<file path="config.mk">
export PLATFORM = sky130hd
export DESIGN_NAME = majority_bist
export DESIGN_NICKNAME = d
export VERILOG_FILES = /design/src/rtl/majority_bist_pkg.sv /design/src/rtl/majority_golden.sv /design/src/rtl/majority_bist.sv
export SDC_FILE = /design/constraint.sdc
export NUM_CORES = 1
export LEC_CHECK = 0
export ABC_CLOCK_PERIOD_IN_PS = 2050
export CAP_MARGIN = 20
export CORE_MARGIN = 5
export CORE_UTILIZATION = 51
export CTS_CLUSTER_SIZE = 14
export DETAILED_ROUTE_END_ITERATION = 16
export GPL_TIMING_DRIVEN = 0
export PLACE_DENSITY = 0.89
export SETUP_SLACK_MARGIN = 0.5
export SYNTH_ARGS = -nofsm -noshare
export SYNTH_HDL_FRONTEND = slang
export SYNTH_SLANG_ARGS = --single-unit
</file>
<file path="constraint.sdc">
create_clock -name clk -period 2.05 [get_ports clk]
set_clock_uncertainty 0.05 [all_clocks]
set_input_delay 0.3075 -clock clk [delete_from_list [all_inputs] [get_ports clk]]
set_output_delay 0.3075 -clock clk [all_outputs]
set_load 0.005 [all_outputs]
</file>
<file path="src/rtl/majority_bist_pkg.sv">
// Shared types, pattern constants and the reference majority function for the
// majority gate self-test engine.
package majority_bist_pkg;

  typedef enum logic [1:0] {
    IDLE,
    WAIT,
    CHECK,
    DONE
  } state_t;

  localparam int              PAT_W    = 3;
  localparam int              NUM_PAT  = 8;
  localparam logic [PAT_W-1:0] LAST_PAT = 3'd7;

  function automatic logic majority3(input logic a, input logic b, input logic c);
    return (a & b) | (a & c) | (b & c);
  endfunction

endpackage

</file>
<file path="src/rtl/majority_golden.sv">
// Combinational reference model: expected majority output for a packed pattern
// where bit 0 is a, bit 1 is b and bit 2 is c.
module majority_golden
  import majority_bist_pkg::*;
(
  input  logic [PAT_W-1:0] i_pattern,
  output logic             o_expected
);

  assign o_expected = majority3(i_pattern[0], i_pattern[1], i_pattern[2]);

endmodule

</file>
<file path="src/rtl/majority_bist.sv">
// Exhaustive self-test for a 3-input majority gate: walks all eight patterns,
// holds each SETTLE_CYCLES cycles, samples dut_out and scores it against golden.
module majority_bist
  import majority_bist_pkg::*;
#(
  parameter int SETTLE_CYCLES = 4,
  parameter int ERR_W         = 4
) (
  input  logic             clk,
  input  logic             rst,
  input  logic             start,
  output logic [PAT_W-1:0] dut_in,
  input  logic             dut_out,
  output logic             busy,
  output logic             done,
  output logic             pass,
  output logic [ERR_W-1:0] err_count,
  output logic             fail_valid,
  output logic [PAT_W-1:0] first_fail,
  output logic             check_valid,
  output logic [PAT_W-1:0] check_pattern,
  output logic             check_result
);

  localparam int               CNT_W    = 8;
  localparam logic [CNT_W-1:0] LAST_CNT = CNT_W'(SETTLE_CYCLES - 1);

  state_t           r_state;
  state_t           w_state_next;
  logic [PAT_W-1:0] r_pattern;
  logic [CNT_W-1:0] r_cnt;
  logic [ERR_W-1:0] r_err_count;
  logic             r_fail_valid;
  logic [PAT_W-1:0] r_first_fail;
  logic             r_check_valid;
  logic [PAT_W-1:0] r_check_pattern;
  logic             r_check_result;

  logic w_launch;
  logic w_sample;
  logic w_expected;
  logic w_mismatch;
  logic w_err_sat;

  majority_golden u_golden (
    .i_pattern  (r_pattern),
    .o_expected (w_expected)
  );

  always_ff @(posedge clk) begin
    if (rst) begin
      r_state <= IDLE;
    end else begin
      r_state <= w_state_next;
    end
  end

  always_comb begin
    w_state_next = r_state;
    w_launch     = 1'b0;
    w_sample     = 1'b0;
    case (r_state)
      IDLE, DONE: begin
        if (start) begin
          w_launch     = 1'b1;
          w_state_next = WAIT;
        end
      end
      WAIT: begin
        if (r_cnt == LAST_CNT) begin
          w_state_next = CHECK;
        end
      end
      CHECK: begin
        w_sample     = 1'b1;
        w_state_next = (r_pattern == LAST_PAT) ? DONE : WAIT;
      end
      default: w_state_next = IDLE;
    endcase
  end

  assign w_mismatch = w_sample & (dut_out != w_expected);
  assign w_err_sat  = &r_err_count;

  always_ff @(posedge clk) begin
    if (rst) begin
      r_pattern       <= '0;
      r_cnt           <= '0;
      r_err_count     <= '0;
      r_fail_valid    <= 1'b0;
      r_first_fail    <= '0;
      r_check_valid   <= 1'b0;
      r_check_pattern <= '0;
      r_check_result  <= 1'b0;
    end else begin
      r_check_valid <= w_sample;
      if (w_launch) begin
        r_pattern    <= '0;
        r_cnt        <= '0;
        r_err_count  <= '0;
        r_fail_valid <= 1'b0;
        r_first_fail <= '0;
      end else if (r_state == WAIT) begin
        r_cnt <= r_cnt + CNT_W'(1);
      end else if (w_sample) begin
        r_check_pattern <= r_pattern;
        r_check_result  <= dut_out;
        r_cnt           <= '0;
        // The last pattern stays on dut_in through DONE; no wrap to 0.
        if (r_pattern != LAST_PAT) begin
          r_pattern <= r_pattern + PAT_W'(1);
        end
        if (w_mismatch) begin
          if (!w_err_sat) begin
            r_err_count <= r_err_count + ERR_W'(1);
          end
          if (!r_fail_valid) begin
            r_fail_valid <= 1'b1;
            r_first_fail <= r_pattern;
          end
        end
      end
    end
  end

  assign dut_in        = r_pattern;
  assign busy          = (r_state == WAIT) || (r_state == CHECK);
  assign done          = (r_state == DONE);
  assign pass          = done && (r_err_count == '0);
  assign err_count     = r_err_count;
  assign fail_valid    = r_fail_valid;
  assign first_fail    = r_first_fail;
  assign check_valid   = r_check_valid;
  assign check_pattern = r_check_pattern;
  assign check_result  = r_check_result;

endmodule

</file>
==> results.md, run 1 <==
* HP Class: in2reg
* CP Class: reg2out
* Std cell rows at 18
* Drt wl/cell at 16.3 µm
* CP max stage delay at 0.37 ns
* Clock Pin Slew Worst Setup and Hold Paths at 0.15 ns
* Crit path time final at 1.68 ns
* Final GP Congestion at 0.816
* DRC at 0
* CTS sink cnt at 26
* Largest family of logic cells by synthesized area: simple AND/OR/NAND/NOR gates
* Worst Max-Slew Pin Slew at 0.370 ns
* Pins Over Slew Limit at 0
* DP Wirelength at 2.00 mm
* RR Startpoint: r_state[0]
* 1st-pass router iterations at 4
* Clk root buf: clkbuf_4
* WHS at 0.237 ns
* Largest net degree at the start of global routing at 14
* Initial antenna violation count at 0
* Finished Cell Area at 1850 µm²
* YS warnings at 0
* Worst R2R Setup Slack at 0.38 ns
* Fmax at 595 MHz
* Crit path launch type: flip-flop
* Worst Path Arrival at 1.32 ns
* DR iter-0 viols at 50
* Layout cell share with drive strength beyond 1 at 0.424
* Number of CTS-inserted buffers at 3
* # Max-Cap Violations at 0
* Crit-path cells: buf_4 -> ha_2 -> nand2_1 -> nor3_2 -> buf_2
* Hold-fix buffers, CTS at 0
* Die W at 59.7 µm
* VDD IR max at 539 µV
* Status: completed
* Worst Min Path Start: rst
* Setup violators final at 0
* CP required at 1.69 ns
* Htree depth at 1
* Overflow left after global routing at 0
* WL final at 3.38 mm
* Post-synth top area share at 0.414
* Post-detailed-route via-to-cell ratio at 5.57
* Initial Utilization at 0.522
* Final ANT Viol Nets at 0
* Area of the die at 3560 µm²
* Cell area power density at 565 nW/µm²
* CP Max Fanout at 3
* Pwr Total at 1.05 mW
* Async SR Flop Fraction at 0
* Placeable core area at 2410 µm²
* Post-Syn Instances at 137
* PortBufs at 21
* Worst path bufs/invs at 2
* Hold Crit Endpoint: check_valid
* Area leader, netlist: dfxtp_1
* Count leader, synth: dfxtp_1
* Reg2reg end: err_count[3]
* Slew headroom at 0.753
* Worst slack at placement at 0.212 ns
* PnR worst setup slack at 0.370 ns
* TritonCTS clock tree: done
* Post-synthesis adder-cell area fraction at 0.0896
* Area grow syn2layout at 47.4%
* Worst skew pair latency at 0.33 ns
* Ports at 23
* Reg2Reg Depth at 6
* Simple-Gate Fraction of Synth Area at 0.209
* Post-synthesis cell area at 1260 µm²
* Crit path max-delay cell type: dfxtp_2
* Synth Area in Compound Gates at 0.0846
* Final hold violation count at 0
* Vias at 1153
* Syn_area_per_cell at 9.18 µm²
* Register area share after synthesis at 0.414
* Yosys cell types at 34
* Yosys reg bits at 26
* Ys flop type: dfxtp_1
* Post-DP Area at 1520 µm²
* Dominant cells by area after synthesis: dfxtp_1, mux2i_1, ha_1, nor2_1, xor2_1
* Critical path origin: r_state[0]
* RSZ-0062 raised after global routing: yes
* Hold path depth at 2
* Most frequent cells after synthesis: dfxtp_1, nor2_1, mux2i_1
* Ant diodes at 0
* Multi-input gate area at 835 µm²
* Vias in the first global route at 1083
* Clock Tree Buf Depth at 2
* Synth Area in XOR/XNOR at 0.0557
* Final nets at 192
* Seq. cell area at 564 µm²
* Post-route insts no fill at 207
* Mux contribution to synthesized area at 0.112
* First-pass GRT wire length at 4.79 mm
* Filler instances at 149
* Finished Core Util at 0.769
* Cells after DPL at 188
* Final Cycle Share at 0.819
* Crit end category: output port
* Total GRT Usage at 0.177
* Post-synth EDFFs at 0
* Family with the most delay on the worst path: flip-flops
* Die H at 59.7 µm
* Leakage at 0.911 nW
* Setup TNS at 0 ns
* Net Count, Synth at 150
## kinds of logic (layout without fill, tap and decap cells)
group	Yosys count	after routing
XOR/XNOR	8	8
flip-flops	26	26
multiplexers	14	14
AO/OA/AOI/OAI	15	15
AND/OR/NAND/NOR	55	55
buffers and inverters	10	50
adder cells (fa/ha/maj)	9	9
## final cells by class
class | count | area share
buffer | 3 | 0.0149
multi-input combinational | 101 | 0.450
clock buffer | 3 | 0.0122
timing repair buffer | 37 | 0.182
sequential | 26 | 0.305
inverter | 7 | 0.0155
tap | 30 | 0.0203
## cell usage in the layout, fill, tap and decap left out, drive strengths merged, types with 2 or more instances in the layout
| cell | synthesis | layout |
|---|---|---|
| buf | 3 | 22 |
| clkbuf | 0 | 3 |
| clkdlybuf4s50 | 0 | 6 |
| or3 | 2 | 2 |
| nand3 | 5 | 5 |
| a21oi | 3 | 3 |
| nand2 | 11 | 11 |
| dfxtp | 26 | 26 |
| dlymetal6s2s | 0 | 9 |
| o21a | 2 | 2 |
| ha | 9 | 9 |
| nand4 | 3 | 3 |
| nor3 | 3 | 3 |
| o21ai | 3 | 3 |
| mux2i | 13 | 13 |
| xor2 | 6 | 6 |
| xnor2 | 2 | 2 |
| a31o | 2 | 2 |
| dlygate4sd2 | 0 | 3 |
| inv | 7 | 7 |
| nor2 | 23 | 23 |
## worst reg2reg max path: stages (launching register included)
cell and delay (ns):
dfxtp_2 0.36, buf_4 0.15, ha_4 0.19, and2b_2 0.26, nand4_1 0.12, or3_1 0.32, a21oi_1 0.16
## registers in the layout, summed over array words and instances, names as in the netlist
signal / count
r_state: 2
check_valid: 1
fail_valid: 1
check_result: 1
r_cnt: 8
check_pattern: 3
err_count: 4
first_fail: 3
dut_in: 3
## power breakdown
part | leakage, nW | switching [mW] | internal, mW
clock | 0.0138 | 0.153 | 0.0690
sequential | 0.222 | 0.0120 | 0.512
combinational | 0.676 | 0.151 | 0.150
total | 0.911 | 0.316 | 0.731
## worst max-delay path by stage
stage	endpoint	slack, ns	depth (start not counted)
after floorplan	r_state[0]	0.47	6
after global placement	busy	0.24	5
after detailed placement	busy	0.21	5
after CTS	r_cnt[6]	0.41	8
after global routing	err_count[2]	0.30	7
final	pass	0.37	5
## metal layers
| metal | up-vias | GRT usage | wire, µm |
|---|---|---|---|
| met2 | 24 | 0.324 | 1820 |
| met4 | 0 | 0.0570 | 36 |
| li1 | 557 | - | - |
| met5 | - | 0 | 0 |
| met1 | 566 | 0.200 | 1410 |
| met3 | 6 | 0.0389 | 121 |
## timing repair
| action | 4_1_cts | 5_1_grt |
|---|---|---|
| setup endpoints to repair | 33 | 33 |
| hold endpoints to repair | 0 | 0 |
| pin swaps | 4 | 6 |
| buffers inserted | 11 | 5 |
| gates resized for setup | 48 | 34 |
Power figures use the tool's default switching activity.
==> run 2, diff against run 1 <==
ABC_CLOCK_PERIOD_IN_PS = 1500   (was 2050)
CORE_UTILIZATION = 46   (was 51)
PLACE_DENSITY = 0.85   (was 0.89)
clock period = 1.5 ns   (was 2.05 ns; I/O delays follow)
==> run 2 against run 1 <==
Against the previous run: the flow now finishes with violations (negative setup slack); clock power grew 130%; highest routed layer unchanged; first-iteration DRC count is 10% higher; sequential share of layout area decreased by 3.9 points; setup slack worse by 0.58 ns; worst hold slack got worse by 0.11 ns; register-to-register slack worse by 0.59 ns; sequential cell count unchanged; via count is 5.5% higher; combinational power increased by 53%; largest power group unchanged; routed wire length increased by 11%.
==> results.md, run 2 (synthesis gave the netlist of run 1 again) <==
* Status: finished with violations
* Failing checks: negative setup slack
* Post-DP Area at 1630 µm² (+7.0%)
* Setup TNS at -2.14 ns (-2.14 ns)
* Vias in the first global route at 1345 (+24%)
* VDD IR max at 752 µV (+39%)
* Placeable core area at 2690 µm² (+11%)
* Drt wl/cell at 17.2 µm (+5.0%)
* Setup violators final at 19 (+19)
* Leakage at 0.869 nW (-4.6%)
* Layout cell share with drive strength beyond 1 at 0.578 (+0.154)
* CP Max Fanout at 4 (+1)
* Initial Utilization at 0.468 (-0.0537)
* Slew headroom at 0.794 (+0.0404)
* PortBufs at 21 (unchanged)
* Die W at 62.3 µm (+4.4%)
* Max reg flops at 8 (unchanged)
* Filler instances at 156 (+4.7%)
* RSZ-0062 raised after global routing: yes
* Final nets at 201 (+4.7%)
* Vias at 1216 (+5.5%)
* Largest register by flop count: r_cnt
* Worst Path Arrival at 1.93 ns (+0.61 ns)
* Htree depth at 1 (unchanged)
* Finished Cell Area at 2090 µm² (+13%)
* Post-route insts no fill at 218 (+5.3%)
* GR Util met3 at 0.0432 (+0.00437)
* Overflow left after global routing at 0 (unchanged)
* DP Wirelength at 2.13 mm (+6.2%)
* Final GP Congestion at 0.744 (-8.9%)
* RR Startpoint: r_state[1]
* Worst R2R Setup Slack at -0.21 ns (-0.59 ns)
* Ports at 23 (unchanged)
* Number of CTS-inserted buffers at 3 (unchanged)
* Reg2Reg Depth at 7 (+1)
* Std cell rows at 19 (+1)
* Initial antenna violation count at 0 (unchanged)
* DRC at 0 (unchanged)
* Pins Over Slew Limit at 0 (unchanged)
* Ant diodes at 0 (unchanged)
* Total GRT Usage at 0.197 (+0.0202)
* HP Class: in2reg
* Final ANT Viol Nets at 0 (unchanged)
* WL final at 3.74 mm (+11%)
* Area of the die at 3880 µm² (+9.0%)
* Crit path launch type: flip-flop
* Final Cycle Share at 1.14
* Cell area power density at 811 nW/µm² (+44%)
* Worst Max-Slew Pin Slew at 0.306 ns (-0.0638 ns)
* Clock Tree Buf Depth at 2 (unchanged)
* Most frequent cells in the layout: buf_6, nor2_1, dfxtp_2, mux2i_1, buf_4
* Crit end category: flip-flop
* Crit path time final at 1.71 ns
* TritonCTS clock tree: done
* CTS sink cnt at 26 (unchanged)
* Reg2reg end: err_count[3]
* Post-detailed-route via-to-cell ratio at 5.58 (+0.14%)
* Worst setup endpoint: err_count[3]
* Final hold violation count at 0 (unchanged)
* Met1 Resource Use GR at 0.191 (-0.00883)
* First-pass GRT wire length at 6.22 mm (+30%)
* Crit path max-delay cell type: dfxtp_4
* Die H at 62.3 µm (+4.4%)
* Clock Pin Slew Worst Setup and Hold Paths at 0.16 ns (about the same)
* DR iter-0 viols at 55 (+10%)
* PnR worst setup slack at -0.210 ns (-0.580 ns)
* Critical path origin: r_state[1]
* Crit-path cells: buf_4 -> inv_4 -> ha_4 -> and2b_2 -> nand4_1 -> or3_1 -> a21oi_2
* Fmax at 585 MHz
* M2 GR Usage at 0.380 (+0.0555)
* Area grow syn2layout at 66.1%
* Busiest grt layer: met2
* Clk root buf: clkbuf_4
* Worst skew pair latency at 0.33 ns (about the same)
* CP max stage delay at 0.39 ns (+0.02 ns)
* CP required at 1.72 ns (+0.03 ns)
* Cells after DPL at 189 (+0.53%)
* CP Class: reg2reg
* Most common cell after layout, fill and taps aside: buf_6
* 1st-pass router iterations at 4 (unchanged)
* Largest net degree at the start of global routing at 16 (+2)
* # Max-Cap Violations at 0 (unchanged)
==> run 2: per-layer routing <==
metal  routed length [µm]  vias to the layer above  share of wire
li1                     -                      577              -
met1                 1440                      591           0.38
met2                 2050                       34           0.55
met3                  102                       14          0.027
met4                  148                        0          0.040
met5                    0                        -              0
==> run 2: power by group <==
part	internal [mW]	switching (mW)	total, mW
logic	0.232	0.229	0.461
clock network	0.270	0.231	0.501
registers	0.709	0.0229	0.732
total	1.21	0.483	1.69
==> run 2: what timing repair did <==
item	in CTS	in global routing
resized for setup	119	20
pin swaps	19	12
hold buffers	0	0
endpoints found under the setup margin	45	45
setup buffers	23	2
==> run 2: worst max-delay path, delay by kind of cell, from the launching register on <==
kind                     cells  cell delay, ns
AND/OR/NAND/NOR              3            0.75
AO/OA/AOI/OAI                1            0.14
buffers and inverters        2            0.16
flip-flops                   1            0.39
adder cells (fa/ha/maj)      1            0.15
==> run 2: how the worst min path moves through the flow <==
| stage | from | endpoint | slack, ns | depth (start not counted) |
|---|---|---|---|---|
| 6_report | rst | check_valid | 0.12 | 2 |
| 2_1_floorplan | dut_out | check_result | 0.32 | 2 |
| 4_1_cts | rst | check_valid | 0.13 | 2 |
| 3_3_place_gp | err_count[0] | err_count[0] | 0.42 | 2 |
| 5_1_grt | rst | check_valid | 0.12 | 2 |
| 3_5_place_dp | err_count[0] | err_count[0] | 0.43 | 2 |
==> run 2: final cells by class <==
type                    count  area [µm²]  share of cell area
multi-input cells         101         936               0.448
flip-flops and latches     26         554               0.265
repair buffers             46         434               0.208
inverters                   7        41.3              0.0198
well taps                  31        38.8              0.0186
plain buffers               3        31.3              0.0150
clock inverters             1        30.0              0.0144
clock buffers               3        22.5              0.0108
==> run 2: stage by stage <==
step	setup WS, ns	power, mW	hold WS [ns]	utilization
floorplan	0.0372	0.963	0.322	-
global placement	-0.181	1.03	0.419	0.605
detailed placement	-0.221	1.04	0.430	0.605
CTS	-0.199	1.66	0.130	0.735
global route	-0.279	1.78	0.115	0.777
finish	-0.210	1.69	0.125	0.777
